--- src/rtl/log_stream_serializer.sv ---
// rtl/log_stream_serializer.sv - log record FIFO serialized MSB-byte-first to uart, user byte pass-through
// Optional: define LOG_HEADER_EN to prefix each record with the HEADER sync byte.
module log_stream_serializer #(
    parameter int         WORD_BYTES = 4,
    parameter int         DEPTH      = 16,
    parameter int         DROP_WIDTH = 16,
    parameter logic [7:0] HEADER     = 8'hA5
) (
    input  logic                    clk,
    input  logic                    reset,
    input  logic                    log_strobe,
    input  logic [WORD_BYTES*8-1:0] log_data,
    output logic                    log_full,
    output logic [DROP_WIDTH-1:0]   drop_count,
    input  logic                    inhibit,
    input  logic [7:0]              user_txd,
    input  logic                    user_txd_strobe,
    output logic                    user_txd_ready,
    output logic [7:0]              uart_txd,
    output logic                    uart_txd_strobe,
    input  logic                    uart_txd_ready
);

`ifdef LOG_HEADER_EN
    localparam int SR_BYTES = WORD_BYTES + 1;
`else
    localparam int SR_BYTES = WORD_BYTES;
`endif
    localparam int               SR_W     = SR_BYTES * 8;
    localparam int               PW       = $clog2(DEPTH);
    localparam int               CW       = PW + 1;
    localparam logic [CW-1:0]    DEPTH_C  = CW'(DEPTH);
    localparam logic [3:0]       LOAD_CNT = 4'(SR_BYTES);

    typedef enum logic {
        IDLE,
        SEND
    } state_t;

    state_t state;
    state_t state_next;

    logic [WORD_BYTES*8-1:0] mem [DEPTH];
    logic [PW-1:0]           wr_ptr;
    logic [PW-1:0]           rd_ptr;
    logic [CW-1:0]           count;
    logic [CW-1:0]           count_next;
    logic [SR_W-1:0]         sr;
    logic [SR_W-1:0]         sr_load;
    logic [3:0]              byte_cnt;
    logic                    wr_en;
    logic                    pop;
    logic                    send_byte;
    logic                    user_take;
    logic                    fifo_empty;

    assign fifo_empty = (count == '0);
    // Admission uses the current count only; a same-cycle pop never frees a slot.
    assign wr_en      = log_strobe && (count != DEPTH_C);
    assign count_next = count + CW'(wr_en) - CW'(pop);

`ifdef LOG_HEADER_EN
    assign sr_load = {HEADER, mem[rd_ptr]};
`else
    logic unused_header;
    assign unused_header = ^HEADER;
    assign sr_load       = mem[rd_ptr];
`endif

    assign user_txd_ready = !reset && uart_txd_ready && (state == IDLE) && fifo_empty
                            && !inhibit && !uart_txd_strobe;

    always_ff @(posedge clk) begin
        if (reset) begin
            state <= IDLE;
        end else begin
            state <= state_next;
        end
    end

    // Records are only popped once the uart can take bytes, so a stalled
    // uart leaves the full DEPTH available for queued records.
    always_comb begin
        state_next = state;
        pop        = 1'b0;
        send_byte  = 1'b0;
        user_take  = 1'b0;
        case (state)
            IDLE: begin
                if (!fifo_empty && uart_txd_ready) begin
                    pop        = 1'b1;
                    state_next = SEND;
                end else if (user_txd_strobe && user_txd_ready) begin
                    user_take = 1'b1;
                end
            end
            SEND: begin
                if (uart_txd_ready && !uart_txd_strobe) begin
                    send_byte = 1'b1;
                    if (byte_cnt == 4'd1) begin
                        state_next = IDLE;
                    end
                end
            end
            default: state_next = IDLE;
        endcase
    end

    always_ff @(posedge clk) begin
        if (wr_en) begin
            mem[wr_ptr] <= log_data;
        end
    end

    always_ff @(posedge clk) begin
        if (reset) begin
            wr_ptr          <= '0;
            rd_ptr          <= '0;
            count           <= '0;
            log_full        <= 1'b0;
            drop_count      <= '0;
            sr              <= '0;
            byte_cnt        <= '0;
            uart_txd        <= 8'h00;
            uart_txd_strobe <= 1'b0;
        end else begin
            count    <= count_next;
            log_full <= (count_next == DEPTH_C);
            if (wr_en) begin
                wr_ptr <= wr_ptr + 1'b1;
            end
            if (log_strobe && !wr_en && (drop_count != '1)) begin
                drop_count <= drop_count + DROP_WIDTH'(1);
            end
            uart_txd_strobe <= send_byte || user_take;
            if (pop) begin
                rd_ptr   <= rd_ptr + 1'b1;
                sr       <= sr_load;
                byte_cnt <= LOAD_CNT;
            end else if (send_byte) begin
                uart_txd <= sr[SR_W-1 -: 8];
                sr       <= sr << 8;
                byte_cnt <= byte_cnt - 4'd1;
            end
            if (user_take) begin
                uart_txd <= user_txd;
            end
        end
    end

endmodule

--- config.mk ---
export PLATFORM = sky130hd
export DESIGN_NAME = log_stream_serializer
export DESIGN_NICKNAME = d
export VERILOG_FILES = /design/src/rtl/log_stream_serializer.sv
export SDC_FILE = /design/constraint.sdc
export NUM_CORES = 1
export LEC_CHECK = 0
export CORE_MARGIN = 2
export CORE_UTILIZATION = 35
export DETAILED_ROUTE_END_ITERATION = 7
export PLACE_DENSITY = 0.6
export SLEW_MARGIN = 0
export SYNTH_ARGS = -nofsm -noshare
export SYNTH_HDL_FRONTEND = slang
export SYNTH_SLANG_ARGS = --single-unit
export TNS_END_PERCENT = 100
--- constraint.sdc ---
create_clock -name clk -period 7.65 [get_ports clk]
set_clock_uncertainty 0.1 [all_clocks]
set_input_delay 1.53 -clock clk [delete_from_list [all_inputs] [get_ports clk]]
set_output_delay 1.53 -clock clk [all_outputs]
set_load 0.1 [all_outputs]
==> results.toml <==
[global_route]
grt_pass1_wl_um = 77200
grt_overflow = 0
met1_usage_pct = 20.8
global_route.peak_usage_layer = "met2"
grt_max_degree = 77
first_global_vias = 12200
grt_usage_pct = 15.2
antenna_found_initial = 0
grt.met3_usage_pct = 2.49
grtUsageMet2_pct = 24.8

[worst_setup_path]
cp_max_fo = 5
cp-end-kind = "primary output"
crit_required_ns = 6.02
worstPathArrival_ns = 3.68
start_kind = "primary input"
path_class = "primary input to primary output"

[sta]
hold_slack_ns = 0.394
setup_ws_ns = 2.34
fin_tns_setup_ns = 0
max_freq_mhz = 188
setup_viol = 0
slew_violations = 0
max-slew-margin-rel_pct = 31.8
worst_pin_slew_ns = 1.02
grt_setup_unrepaired = "no"
fin_crit_sh_pct = 69.4
hold_viol_final = 0
period_needed_ns = 5.31

[drt]
drt_iter0_markers = 1145
routedWlPerCell_um = 22.3
via_per_inst = 5.20
wl_um = 51100
ant_nets = 0
via_count = 11900
drcViolationCount = 0
firstDrtPassIters = 4

[logic_synthesis]
synth_top_area_cell = "edfxtp_1"
ys.flop_type = "edfxtp_1"
yosys_register_bits = 592
synth_edf_count = 512
synthArstFlopShare_pct = 0
syn_avg_cell_area_sq_um = 17.8
syn_area_sq_um = 23000
yosysSeqAreaShare_pct = 73.9
synthTopCellsByArea = "edfxtp_1 (67%), mux4_2 (7.8%), dfxtp_1 (7.0%)"
ys.warnings.count = 0
synth.distinct_cells = 57
synthCells = 1290
synth_fp_nets = 1351
synth_top_cell_area_share_pct = 66.9

[cells_and_area]
final_util_pct = 41.5
multi_input_area_sq_um = 5720
drive_above_1_share_pct = 20.4
nNetsFinal = 1441
n_fill_cell = 5800
area_growth_pct = 16.9
seqCellArea_sq_um = 17000
n_antenna_cell = 0

[placement]
dp_hpwl_um = 29100
place_ws_ns = 2.33
io_buffers = 72
gp_congestion = 0.740

[power]
ir_worst_vdd_mv = 0.160
pwr_density_cell_nw_per_um2 = 296
leakage_nw = 8.21
report.power.total_w = 0.00794

[floorplanning]
die_area_sq_um = 67700
start_util_pct = 35.5
coreArea_sq_um = 64700
fp.dieH_um = 260
die_w_um = 260
row_count = 93
pin_count = 73

[cts]
clock_path_buffers = 3
cts_root_buffer = "clkbuf_16"
cts.sinks = 592
ctsResizeCount = 0
cts-hold-fix-buffers = 0
cts_made_buffers = 61
tritoncts = "done"
clk_latency_ns = 0.63
cts.clk_slew.worst_paths_ns = 0.06
cts-htree-levels = 2
post_cts_buffers = 0

[job]
cap_violations = 0

[worst_hold_path]
hp-class = "register to register"

[outcome]
outcome = "completed"
## critical path, cell delays in order
cell and delay (ns):
clkdlybuf4s50_1 0.52, nand2b_1 0.13, nor4_1 0.20, and2_1 0.16, clkdlybuf4s50_1 1.12
## stage by stage
| step | cell area, sq um | std cells |
|---|---|---|
| final | 26900 | 2288 |
| after CTS | 26900 | 2288 |
| after detailed placement | 24800 | 2172 |
| after floorplan | 23000 | 1290 |
| after global placement | 24800 | 2172 |
| after global routing | 26900 | 2288 |
## power breakdown
group	switching, W	total (W)	internal, W
clock	0.00122	0.00301	0.00179
combinational	0.000647	0.00110	0.000450
sequential	0.000135	0.00383	0.00369
total	0.00200	0.00794	0.00594
## flip-flops by register name, indices dropped and copies added (netlist names), 4 cells and up, named ones only
name / cells
byte_cnt: 4
count: 5
drop_count: 16
mem: 512
rd_ptr: 4
sr: 32
uart_txd: 8
wr_ptr: 4
## area by class of cell
class,count,area share (%)
Clock inverter,21,0.867
Tap cell,855,3.98
Multi-Input combinational cell,609,21.3
Clock buffer,95,6.91
Sequential cell,592,63.3
Timing Repair Buffer,102,3.50
Inverter,14,0.196
## cell usage after synthesis, types with 17 or more instances
master	n
edfxtp_1	512
dfxtp_1	80
mux4_2	80
nor2_1	76
nand2_1	75
mux2i_1	65
mux2_2	51
clkbuf_1	36
o21ai_0	26
a221oi_1	24
a31oi_1	24
buf_2	24
o22ai_1	24
o32ai_1	24
xnor2_1	17
## cells in the final DEF (no fill, tap or decap), types with 11 or more instances in the layout
master and instances:
nor2_1 63, nand2_1 75, a211oi_1 11, o22ai_1 24, dfxtp_1 77, mux2_2 51
nor2_4 13, a221oi_1 24, buf_4 30, clkbuf_1 14, inv_1 13, clkbuf_8 20
xnor2_1 17, mux4_2 80, clkbuf_16 61, o21ai_0 26, clkdlybuf4s50_1 71, ha_1 14
o32ai_1 24, edfxtp_1 512, a31oi_1 24, mux2i_1 65
## worst paths after layout
kind	slack (ns)	startpoint	endpoint	cells past startpoint
setup / recovery	2.34	uart_txd_ready	user_txd_ready	5
hold / removal	0.39	rd_ptr[1]	register	2
setup reg to reg	3.92	count[3]	log_full	16
hold reg to reg	0.39	rd_ptr[1]	register	2
## layer usage
layer,part of all wire (%),up-vias
li1,-,5351
met2,48,291
met1,45,6190
met5,0,-
met3,5.1,75
met4,2.3,0
## cell families (layout without fill, tap and decap cells)
kind of cell / Yosys count / count (layout) / synth area share [%]
flops: 592 / 592 / 73.9
simple gates: 212 / 212 / 4.45
mux: 196 / 196 / 13.2
compound gates: 163 / 163 / 4.97
buf+inv: 89 / 232 / 1.75
xor+xnor: 23 / 23 / 0.877
fa+ha+maj: 15 / 15 / 0.850
Power figures use the tool's default switching activity.
